===== src/rtl/dtt_xbar_pkg.sv =====
// Shared definitions for the crossbar and its per-output egress buffers.
//   DTT_DATA_WIDTH   : crossbar word width, shared by crossbar and egress buffer.
//   DTT_LEVEL_W      : width of the level field carried in egress_status_t.
//   egress_status_t  : fill-level status bundle {level, full, empty}.
//   sat_inc()        : saturating increment, used for the drop counter.
package dtt_xbar_pkg;

    localparam int unsigned DTT_DATA_WIDTH = 32;

    // Wide enough for any practical DEPTH; consumers truncate to their own width.
    localparam int unsigned DTT_LEVEL_W = 16;

    typedef struct packed {
        logic [DTT_LEVEL_W-1:0] level;
        logic                   full;
        logic                   empty;
    } egress_status_t;

    // Increment val, but never past max_val. Counters up to 32 bits wide are
    // zero-extended in and truncated back out by the caller.
    function automatic logic [31:0] sat_inc(input logic [31:0] val, input logic [31:0] max_val);
        return (val >= max_val) ? max_val : val + 32'd1;
    endfunction

endpackage


===== src/rtl/dtt_xbar_egress_buffer_if.sv =====
// Data-path bundle for one crossbar egress buffer.
//   xb_data/xb_valid : word from the crossbar output; no ready is returned.
//   m_data/m_valid   : head-of-FIFO word presented to the consumer.
//   m_ready          : consumer accepts the head word this cycle.
// Modports:
//   master : environment side (drives crossbar word and m_ready).
//   slave  : the egress buffer itself.
interface dtt_xbar_egress_buffer_if
    import dtt_xbar_pkg::*;
#(
    parameter int unsigned DATA_WIDTH = DTT_DATA_WIDTH
);

    logic [DATA_WIDTH-1:0] xb_data;
    logic                  xb_valid;
    logic [DATA_WIDTH-1:0] m_data;
    logic                  m_valid;
    logic                  m_ready;

    modport master (
        output xb_data,
        output xb_valid,
        output m_ready,
        input  m_data,
        input  m_valid
    );

    modport slave (
        input  xb_data,
        input  xb_valid,
        input  m_ready,
        output m_data,
        output m_valid
    );

endinterface


===== src/rtl/dtt_xbar_egress_buffer.sv =====
// Per-output egress buffer downstream of the crossbar switch.
// Absorbs at most one crossbar word per cycle into a synchronous FIFO and
// drains it over a valid/ready handshake. Words arriving while full (and not
// popping) are dropped and counted in a saturating counter.
// Ports:
//   clk        : clock, rising edge.
//   rst_n      : asynchronous active-low reset; flushes the FIFO, clears counter.
//   bus        : slave modport carrying xb_data/xb_valid in, m_data/m_valid out,
//                m_ready in.
//   level      : occupancy 0..DEPTH.
//   full/empty : level == DEPTH / level == 0.
//   drop_count : saturating count of dropped words.
//   drop_clr   : synchronous clear of drop_count.
// DEPTH must be a power of two >= 2; CNT_WIDTH must be <= 32.
module dtt_xbar_egress_buffer
    import dtt_xbar_pkg::*;
#(
    parameter int unsigned DATA_WIDTH = DTT_DATA_WIDTH,
    parameter int unsigned DEPTH      = 8,
    parameter int unsigned CNT_WIDTH  = 16
) (
    input  logic                      clk,
    input  logic                      rst_n,
    dtt_xbar_egress_buffer_if.slave   bus,
    output logic [$clog2(DEPTH):0]    level,
    output logic                      full,
    output logic                      empty,
    output logic [CNT_WIDTH-1:0]      drop_count,
    input  logic                      drop_clr
);

    localparam int unsigned AW = $clog2(DEPTH);
    localparam int unsigned PW = AW + 1;
    localparam logic [31:0] CNT_MAX = 32'({CNT_WIDTH{1'b1}});

    // Pointers carry one extra wrap bit so full and empty are distinguishable.
    logic [PW-1:0]         wr_ptr_q, wr_ptr_d;
    logic [PW-1:0]         rd_ptr_q, rd_ptr_d;
    logic [CNT_WIDTH-1:0]  drop_count_q, drop_count_d;
    logic [DATA_WIDTH-1:0] mem_q [DEPTH];

    logic [PW-1:0]         occupancy;
    egress_status_t        status;
    logic                  push;
    logic                  pop;
    logic                  drop;

    // Status from registered pointers only.
    always_comb begin
        occupancy    = wr_ptr_q - rd_ptr_q;
        status       = '0;
        status.level = DTT_LEVEL_W'(occupancy);
        status.empty = (wr_ptr_q == rd_ptr_q);
        status.full  = (wr_ptr_q[AW] != rd_ptr_q[AW]) &&
                       (wr_ptr_q[AW-1:0] == rd_ptr_q[AW-1:0]);
    end

    assign level      = status.level[PW-1:0];
    assign full       = status.full;
    assign empty      = status.empty;
    assign drop_count = drop_count_q;

    // A pop frees a slot in the same cycle, so a full FIFO still accepts the
    // incoming word when the consumer is draining; this is the only
    // combinational path from m_ready into the write side.
    always_comb begin
        pop  = !status.empty && bus.m_ready;
        push = bus.xb_valid && (!status.full || pop);
        drop = bus.xb_valid && status.full && !pop;
    end

    always_comb begin
        wr_ptr_d = wr_ptr_q;
        rd_ptr_d = rd_ptr_q;
        if (push) begin
            wr_ptr_d = wr_ptr_q + PW'(1);
        end
        if (pop) begin
            rd_ptr_d = rd_ptr_q + PW'(1);
        end
    end

    // Clear wins over a plain increment, but a drop in the clear cycle still counts.
    always_comb begin
        drop_count_d = drop_count_q;
        if (drop_clr) begin
            drop_count_d = drop ? CNT_WIDTH'(1) : '0;
        end else if (drop) begin
            drop_count_d = CNT_WIDTH'(sat_inc(32'(drop_count_q), CNT_MAX));
        end
    end

    always_ff @(posedge clk or negedge rst_n) begin
        if (!rst_n) begin
            wr_ptr_q     <= '0;
            rd_ptr_q     <= '0;
            drop_count_q <= '0;
        end else begin
            wr_ptr_q     <= wr_ptr_d;
            rd_ptr_q     <= rd_ptr_d;
            drop_count_q <= drop_count_d;
        end
    end

    // Storage is not reset; emptiness is tracked by the pointers alone.
    always_ff @(posedge clk) begin
        if (push) begin
            mem_q[wr_ptr_q[AW-1:0]] <= bus.xb_data;
        end
    end

    // No bypass: a word written this cycle appears after the edge.
    always_comb begin
        bus.m_valid = !status.empty;
        bus.m_data  = status.empty ? '0 : mem_q[rd_ptr_q[AW-1:0]];
    end

endmodule


===== src/flat_wrapper.sv =====
// flat-port wrapper written by rule: the top's interface ports become plain ports
module dtt_xbar_egress_buffer_flat import dtt_xbar_pkg::*;
#(
    parameter int unsigned DATA_WIDTH = DTT_DATA_WIDTH,
    parameter int unsigned DEPTH      = 8,
    parameter int unsigned CNT_WIDTH  = 16
)
  (clk, rst_n, level, full, empty, drop_count, drop_clr, bus_xb_data, bus_xb_valid, bus_m_ready, bus_m_data, bus_m_valid);
  dtt_xbar_egress_buffer_if #(.DATA_WIDTH(DATA_WIDTH)) bus_i ();
  input  logic clk;
  input  logic rst_n;
  output logic [$clog2(DEPTH):0] level;
  output logic full;
  output logic empty;
  output logic [CNT_WIDTH-1:0] drop_count;
  input  logic drop_clr;
  input wire logic [$bits(bus_i.xb_data)-1:0] bus_xb_data;
  input wire logic [$bits(bus_i.xb_valid)-1:0] bus_xb_valid;
  input wire logic [$bits(bus_i.m_ready)-1:0] bus_m_ready;
  output wire logic [$bits(bus_i.m_data)-1:0] bus_m_data;
  output wire logic [$bits(bus_i.m_valid)-1:0] bus_m_valid;
  assign bus_i.xb_data = bus_xb_data;
  assign bus_i.xb_valid = bus_xb_valid;
  assign bus_i.m_ready = bus_m_ready;
  assign bus_m_data = bus_i.m_data;
  assign bus_m_valid = bus_i.m_valid;
  dtt_xbar_egress_buffer #(.DATA_WIDTH(DATA_WIDTH), .DEPTH(DEPTH), .CNT_WIDTH(CNT_WIDTH)) u_core (.clk(clk), .rst_n(rst_n), .bus(bus_i), .level(level), .full(full), .empty(empty), .drop_count(drop_count), .drop_clr(drop_clr));
endmodule

===== config.mk =====
export PLATFORM = sky130hd
export DESIGN_NAME = dtt_xbar_egress_buffer_flat
export DESIGN_NICKNAME = d
export VERILOG_FILES = /design/src/rtl/dtt_xbar_pkg.sv /design/src/rtl/dtt_xbar_egress_buffer_if.sv /design/src/rtl/dtt_xbar_egress_buffer.sv /design/src/flat_wrapper.sv
export SDC_FILE = /design/constraint.sdc
export NUM_CORES = 1
export LEC_CHECK = 0
export BUFFER_PORTS_ARGS = -buffer_cell sky130_fd_sc_hd__buf_2
export CAP_MARGIN = 20
export CORE_ASPECT_RATIO = 1.1
export CORE_UTILIZATION = 64
export CTS_CLUSTER_SIZE = 10
export DETAILED_ROUTE_END_ITERATION = 16
export GPL_ROUTABILITY_DRIVEN = 1
export GPL_TIMING_DRIVEN = 0
export PLACE_DENSITY = 0.86
export SYNTH_ARGS = -nofsm -noshare
export SYNTH_HDL_FRONTEND = slang
export SYNTH_SLANG_ARGS = --single-unit

===== constraint.sdc =====
create_clock -name clk -period 10.52 [get_ports clk]
set_input_delay 1.052 -clock clk [delete_from_list [all_inputs] [get_ports clk]]
set_output_delay 1.052 -clock clk [all_outputs]
set_load 0.1 [all_outputs]

After elaboration in Yosys (flattened, before gate mapping):

Memories as Yosys holds them, arrays and structs flattened.
Cells that the tools add are included.

* flip-flop bits (word level): 24
* memories: 1
* bits in writable memories: 256
* input port bits: 37
* output and inout port bits: 55

* add/subtract/negate cells: 4
* order comparisons: 1
* eq/ne operators: 3
* reduce and logical (&&, ||, !) cells: 10
* muxes and demuxes: 7

Memories
* u_core.mem_q: depth 8, width 32, rd ports 1, clocked after memory_dff 0, write ports 1, RTL line dtt_xbar_egress_buffer.sv:40 `logic [DATA_WIDTH-1:0] mem_q [DEPTH];`

Operators with widths (number)
* 2-to-1 mux 16 bit: 3
* 2-to-1 mux 32 bit: 1
* adder 16 x 1 -> 16 bit (second input constant): 1
* greater-or-equal comparator 16 bit (second input constant): 1
* adder 4 x 1 -> 4 bit (second input constant): 2
* logical AND 1 bit: 5
* == test 4 bit: 1
* subtractor 4 bit: 1
* == test 3 bit: 1
* zero test 1 bit: 3
* 2-to-1 mux 1 bit: 3
* nonzero test 2 bit: 1
* logical OR 1 bit: 1
* != test 1 bit: 1

Longest topological paths before layout:

Gate-level depths: netlist of run 1.

* depth in word-level cells: 7
* gate-level depth with buffers: 10
* mapped depth without buffers: 6

Least setup slack after synthesis of run 1:

No wires, ideal clock.

* path type: reg2out
* start point: register u_core.rd_ptr_q[1]
* end point: output port bus_m_data[22]
* stages on the path, launching flop included: 10
* arrival time: 4.791 ns
* path slack: 4.677 ns
* path through: dfrtp_1 buf_1 buf_2 inv_1 ha_1 and3_1 nand2_1 inv_1 buf_1 a21oi_1

* word-level cells in the longest chain between the ends: 2
* elaborated cells on any way between the ends: 3
* those cells by class: eq/ne: 1; mux: 1; memory: 1

Ends and longest elaborated chain
* start, declared: RTL line dtt_xbar_egress_buffer.sv:38 `logic [PW-1:0] rd_ptr_q, rd_ptr_d;`
* start signal, assigned: RTL line dtt_xbar_egress_buffer.sv:100 `rd_ptr_q <= rd_ptr_d;`
* == test 4 bit: RTL line dtt_xbar_egress_buffer.sv:53 `status.empty = (wr_ptr_q == rd_ptr_q);`
* via empty: RTL line flat_wrapper.sv:14 `output logic empty;`
* 2-to-1 mux 32 bit: RTL line dtt_xbar_egress_buffer.sv:115 `bus.m_data = status.empty ? '0 : mem_q[rd_ptr_q[AW-1:0]];`
* end, declared: RTL line flat_wrapper.sv:20 `output wire logic [$bits(bus_i.m_data)-1:0] bus_m_data;`

The timed path passes the listed nets, and every way through them passes these cells.

Worst setup path after layout of run 1:

* start point: register u_core.rd_ptr_q[1]
* end point: output port bus_m_data[2]

* word-level cells in the longest chain between the ends: 2
* elaborated cells on any way between the ends: 3
* those cells by class: eq/ne: 1; mux: 1; memory: 1

Ends and longest elaborated chain (RTL line)
* memory (8 x 32 bit) or == test 4 bit (tied branches)
* 2-to-1 mux 32 bit *: dtt_xbar_egress_buffer.sv:115

Every way passes the cells marked *; elsewhere a longest branch is shown, timed or not.

==> results of run 1 <==
-- cells in the mapped netlist, drive strengths merged, types with 3 or more instances --
library cell  number
a211oi             4
a21oi             38
a311oi             3
a31oi              5
a41oi              5
and2               3
and3               4
and4               3
buf               17
clkbuf            10
dfrtp             24
edfxtp           256
ha                 6
inv               12
mux4              64
nand2             74
nand3              5
nand4              6
nor2              10
nor2b              4
nor3              11
nor4               4
o21ai              3
xnor2              8
-- worst min-delay path by stage --
| stage | from | end | slack [ps] | depth (start not counted) |
|---|---|---|---|---|
| finish | rst_n | u_core.wr_ptr_q[3] | 480 | 1 |
| detailed placement | u_core.drop_count[10] | u_core.drop_count[11] | 540 | 1 |
| global route | rst_n | u_core.wr_ptr_q[3] | 520 | 1 |
| CTS | rst_n | u_core.rd_ptr_q[2] | 490 | 1 |
| global placement | u_core.drop_count[10] | u_core.drop_count[11] | 520 | 1 |
| floorplan | u_core.wr_ptr_q[3] | u_core.wr_ptr_q[3] | 530 | 1 |
-- layer usage --
metal	up-vias	track usage, %
li1	2695	-
met1	3256	39.94
met2	375	48.80
met3	64	4.851
met4	0	10.96
met5	-	0
-- critical path: stages, from the launching register on --
cell,delay (ps)
sky130_fd_sc_hd__dfrtp_1,540
sky130_fd_sc_hd__buf_1,550
sky130_fd_sc_hd__buf_2,400
sky130_fd_sc_hd__inv_1,90
sky130_fd_sc_hd__ha_1,330
sky130_fd_sc_hd__and3_1,200
sky130_fd_sc_hd__nand2_1,150
sky130_fd_sc_hd__inv_1,190
sky130_fd_sc_hd__buf_1,340
sky130_fd_sc_hd__a21oi_1,350
sky130_fd_sc_hd__buf_2,490
-- stage by stage --
stage | hold slack (ps) | util (%) | cells
after detailed placement | 542.6 | 71.66 | 940
after CTS | 491.9 | 76.85 | 998
after global placement | 520.3 | 69.93 | 920
after global routing | 521.6 | 76.86 | 999
final | 484.1 | 76.88 | 1000
after floorplan | 529.7 | - | 595
-- area by class of cell --
type	instances	area, um2
clock buffers	57	873.3
plain buffers	27	135.1
well taps	234	292.8
multi-input cells	276	2724
clock inverters	1	8.758
diodes	2	5.005
flip-flops and latches	280	8288
inverters	12	45.04
repair buffers	111	709.4
fillers	916	3935
-- sequential cells by signal, summed over array words and instances (netlist names) --
register,cells
u_core.wr_ptr_q,4
u_core.mem_q,256
u_core.drop_count,16
u_core.rd_ptr_q,4
-- logic make-up after synthesis --
logic type / Yosys count
muxes: 65
xor gates and xnor gates: 10
adders and majority gates: 7
DFF: 280
AOI/OAI and AO/OA: 65
buffers and inverters: 39
and+or+nand+nor: 129
==> impl_metrics.py, run 1 <==
metrics = {
    "setup_path": {
        "cp-startpoint": "u_core.rd_ptr_q[1]",
        "path_class": "reg -> out",
        "critPathCaptureType": "output port",
        "worstPathMaxFanout": 10,
        "r2r_slack_ps": 6520,
        "crit_arrival_ps": 4190,
        "timing.critical_path.to": "bus_m_data[2]",
        "startpoint_type": "flop",
        "worst_ep_required_time_ps": 9470,
        "timing.rr.start": "u_core.rd_ptr_q[1]",
        "worst-r2r-cell-count": 10,
        "reg2reg_to": "u_core.mem_q[2][8]",
    },
    "synth": {
        "combinational_family_with_the_most_area_after_synthesis": "multiplexers",
        "synth_top_area_cells": "sky130_fd_sc_hd__edfxtp_1 (69%), sky130_fd_sc_hd__mux4_2 (13%), sky130_fd_sc_hd__dfrtp_1 (5.4%), sky130_fd_sc_hd__nand2_1 (2.5%), sky130_fd_sc_hd__a21oi_1 (1.7%)",
        "yosys.area_share.xor_xnor_pct": 0.8528,
        "yosys.area_share.simple_pct": 5.622,
        "synth_warnings": 0,
        "synth.mux.area_fraction_pct": 13.03,
        "seq_area_frac_synth_pct": 74.33,
        "synth_edf_count": 256,
        "postSynthCellCount": 595,
        "synth.avg_cell_area_um2": 18.74,
        "synthFlopType": "sky130_fd_sc_hd__edfxtp_1",
        "synth-compound-area-share_pct": 3.703,
        "synth.ff_latch_count": 280,
        "synth-async-reset-ratio_pct": 8.571,
        "postSynthNetCount": 639,
        "synth.distinct_cells": 48,
        "syn-cell-area_um2": 11150,
        "yosysTopAreaCellShare_pct": 68.94,
        "synth_adder_area_share_pct": 0.8528,
        "synth_area_leader": "sky130_fd_sc_hd__edfxtp_1",
    },
    "outcome": {
        "run_status": "complete, no violations",
    },
    "sta": {
        "worst_slew_pin_slew_ps": 918.9,
        "final_max_slew_viol_count": 0,
        "maxClockFrequency_ghz": 0.1907,
        "rsz0062_at_grt": "false",
        "setup_slack_ps": 5275,
        "finalWorstPathRequiredPeriod_ps": 5245,
        "min_period_over_period_pct": 49.85,
        "maxSlewHeadroom_pct": 38.40,
        "finalHoldViolCount": 0,
        "setup_violations": 0,
        "final.setup.tns_ps": 0,
        "clock-skew-final_ps": 11.99,
    },
    "cts": {
        "postCtsSetupBuffers": 0,
        "htreeDepth": 1,
        "hold_buffers": 0,
        "clock_tree_from_tritoncts": "done",
        "worst_setup_hold_path_clk_slew_ps": 60,
        "clock_sinks": 280,
        "cts.path.max_buffers": 3,
        "numCtsBuffers": 31,
        "clock_insertion_delay_at_the_later_pin_of_the_skew_report_ps": 550,
        "clockRootBuffer": "sky130_fd_sc_hd__clkbuf_16",
        "cts_resized": 0,
    },
    "floorplan": {
        "fp.dieW_um": 127.9,
        "core_region_area_um2": 17020,
        "die_area_um2": 17960,
        "die_height_um": 140.4,
        "initial_util_pct": 65.53,
        "rows": 50,
        "design.portCount": 92,
    },
    "drt": {
        "wl_um": 25130,
        "met1_length_um": 9391,
        "post_drt_wl_per_cell_um": 25.13,
        "drt_first_iter_violations": 672,
        "number_of_vias_after_detailed_routing": 6390,
        "drt_drc_violations_left": 0,
        "drt_pre_antenna_iters": 5,
        "length_of_routed_met3_wiring_um": 2017,
        "via_per_instance_ratio": 6.390,
        "route.top_layer_used": "met4",
        "ant_nets": 0,
        "met2WireLength_um": 12940,
    },
    "global_route": {
        "antenna_found_initial": 2,
        "grt_max_degree": 33,
        "grt.total_usage_pct": 29.42,
        "grt_pass1_vias": 6569,
        "grt_first_pass_wirelength_um": 38310,
        "grt_overflow_total": 0,
    },
    "layout": {
        "final_design_area_no_fill_um2": 13080,
        "mostFrequentLayoutCell": "sky130_fd_sc_hd__edfxtp_1",
        "layout_cell_share_with_drive_strength_beyond_1_pct": 31.02,
        "number_of_nets_in_the_layout": 783,
        "most-common-layout-cells": "sky130_fd_sc_hd__edfxtp_1 (256), sky130_fd_sc_hd__buf_2 (97), sky130_fd_sc_hd__nand2_1 (74)",
        "area_growth_pct": 17.31,
    },
    "place": {
        "finalWeightedCongestion": 0.8504,
        "io_buffer_count": 91,
        "pre_cts_ws_ps": 5896,
        "placement.cell_area_um2": 12190,
        "dpl.hpwl_um": 15590,
    },
    "worst_hold_path": {
        "hold_path.class": "in -> async",
    },
    "job": {
        "timing.max_cap.violations": 0,
    },
}
Power of run 1 is left out: the tool's default activity adds up to more than one toggle a clock period on the data nets, which glitch-free logic cannot reach.
==> run 2, diff against run 1 <==
--- a/config.mk
+++ b/config.mk
@@ -8,12 +8,12 @@
 export BUFFER_PORTS_ARGS = -buffer_cell sky130_fd_sc_hd__buf_2
 export CAP_MARGIN = 20
 export CORE_ASPECT_RATIO = 1.1
-export CORE_UTILIZATION = 64
+export CORE_UTILIZATION = 59
 export CTS_CLUSTER_SIZE = 10
 export DETAILED_ROUTE_END_ITERATION = 16
 export GPL_ROUTABILITY_DRIVEN = 1
 export GPL_TIMING_DRIVEN = 0
-export PLACE_DENSITY = 0.86
+export PLACE_DENSITY = 0.8
 export SYNTH_ARGS = -nofsm -noshare
 export SYNTH_HDL_FRONTEND = slang
 export SYNTH_SLANG_ARGS = --single-unit
==> constraint.sdc (replaced) <==
create_clock -name clk -period 5.3 [get_ports clk]
set_input_delay 0.53 -clock clk [delete_from_list [all_inputs] [get_ports clk]]
set_output_delay 0.53 -clock clk [all_outputs]
set_load 0.1 [all_outputs]
==> impl_metrics.py, run 2 (synthesis gave the netlist of run 1 again) <==
metrics = {
    "drt": {
        "number_of_vias_after_detailed_routing": 6192,
        "ant_nets": 0,
        "drt_first_iter_violations": 551,
        "via_per_instance_ratio": 6.204,
        "post_drt_wl_per_cell_um": 23.49,
        "wl_um": 23450,
        "drt_pre_antenna_iters": 7,
        "drt_drc_violations_left": 0,
    },
    "worst_hold_path": {
        "hold_path.class": "in -> reg",
    },
    "layout": {
        "largest_reg_flops": 256,
        "most-common-layout-cells": "sky130_fd_sc_hd__edfxtp_1 (256), sky130_fd_sc_hd__buf_2 (97), sky130_fd_sc_hd__nand2_1 (74)",
        "layout.cells.non_filler": 998,
        "utilization_pct": 70.72,
        "number_of_nets_in_the_layout": 786,
        "area_growth_pct": 17.19,
        "layout_cell_share_with_drive_strength_beyond_1_pct": 31.61,
        "final_design_area_no_fill_um2": 13070,
        "mostFrequentLayoutCell": "sky130_fd_sc_hd__edfxtp_1",
    },
    "global_route": {
        "antenna_found_initial": 2,
        "grt_max_degree": 33,
        "grt.total_usage_pct": 24.86,
        "grt_first_pass_wirelength_um": 35890,
        "grt_overflow_total": 0,
        "grt_pass1_vias": 6320,
    },
    "setup_path": {
        "crit_arrival_ps": 4090,
        "critPathCaptureType": "output port",
        "timing.critical_path.slowest_cell_delay_ps": 560,
        "startpoint_type": "flop",
        "worst_ep_required_time_ps": 4770,
        "r2r_slack_ps": 1290,
        "critical_path.cell_chain": "buf_1 > buf_2 > inv_1 > ha_1 > and3_1 > nand2_1 > inv_1 > buf_1 > a21oi_1 > buf_2",
        "worstPathMaxFanout": 10,
        "worstPathBufferInverterCount": 6,
        "largest_delay_contributor_family_on_the_critical_path": "buffers and inverters",
        "cp_max_delay_cell": "sky130_fd_sc_hd__buf_1",
        "path_class": "reg -> out",
    },
    "cts": {
        "postCtsSetupBuffers": 0,
        "clock_tree_from_tritoncts": "done",
        "numCtsBuffers": 31,
        "cts.path.max_buffers": 3,
        "clockRootBuffer": "sky130_fd_sc_hd__clkbuf_16",
        "cts_resized": 0,
        "clock_sinks": 280,
        "htreeDepth": 1,
        "clock_insertion_delay_at_the_later_pin_of_the_skew_report_ps": 530,
        "worst_setup_hold_path_clk_slew_ps": 60,
    },
    "place": {
        "finalWeightedCongestion": 0.8322,
        "io_buffer_count": 91,
        "dpl.hpwl_um": 15140,
        "placement.cell_area_um2": 12230,
        "number_of_placed_cells_counting_well_taps": 951,
    },
    "sta": {
        "worst_slew_pin_slew_ps": 948.0,
        "maxSlewHeadroom_pct": 36.71,
        "min_period_over_period_pct": 87.22,
        "finalHoldViolCount": 0,
        "rsz0062_at_grt": "false",
        "maxClockFrequency_ghz": 0.2163,
        "setup_violations": 0,
        "clock-skew-final_ps": 11.66,
        "final_max_slew_viol_count": 0,
        "finalWorstPathRequiredPeriod_ps": 4623,
    },
    "floorplan": {
        "die_height_um": 146.2,
        "rows": 52,
        "core_region_area_um2": 18480,
        "die_area_um2": 19450,
        "initial_util_pct": 60.35,
        "design.portCount": 92,
        "fp.dieW_um": 133.1,
    },
    "outcome": {
        "run_status": "complete, no violations",
    },
    "job": {
        "timing.max_cap.violations": 0,
    },
}
[run 2: metal layers]
metal	share of wire [%]	track usage, %	vias to the layer above
met5	0	0	-
met4	1.9	7.184	0
met3	8.0	4.618	44
met2	51	41.88	294
met1	39	33.49	3180
li1	-	-	2674
[run 2: stage by stage]
step                      hold WS [ps]  setup WS [ps]  TNS, ps
after CTS                        214.3          737.2        0
after global placement           525.4          -3049  -308290
after global routing             214.7          520.0        0
after detailed placement         544.6           1363        0
final                            232.2          677.1        0
after floorplan                  234.4         -21.41   -192.7
[run 2: area by class of cell]
cell class	count	area (um2)
Tap cell	243	304.0
Clock buffer	44	824.5
Inverter	12	45.04
Timing Repair Buffer	114	742.0
Buffer	27	135.1
Fill cell	1121	5410
Sequential cell	280	8288
Antenna cell	2	5.005
Multi-Input combinational cell	276	2724
[run 2: timing repair]
item                                   CTS  global route
setup endpoints to repair                0             0
hold buffers                             1             0
endpoints found under the hold margin   24             0
[run 2: final timing paths]
| check | from | end | cells past startpoint |
|---|---|---|---|
| worst min-delay path | drop_clr | u_core.drop_count[9] | 2 |
| max in group asynchronous | rst_n | u_core.drop_count[15] | 2 |
| min in group asynchronous | rst_n | u_core.rd_ptr_q[2] | 2 |
| worst max-delay path | u_core.rd_ptr_q[1] | bus_m_data[17] | 10 |
| worst max register to register | u_core.rd_ptr_q[1] | u_core.mem_q[2][6] | 10 |
| worst min register to register | u_core.drop_count[10] | u_core.drop_count[11] | 1 |
Power of run 2 is left out for the same reason.
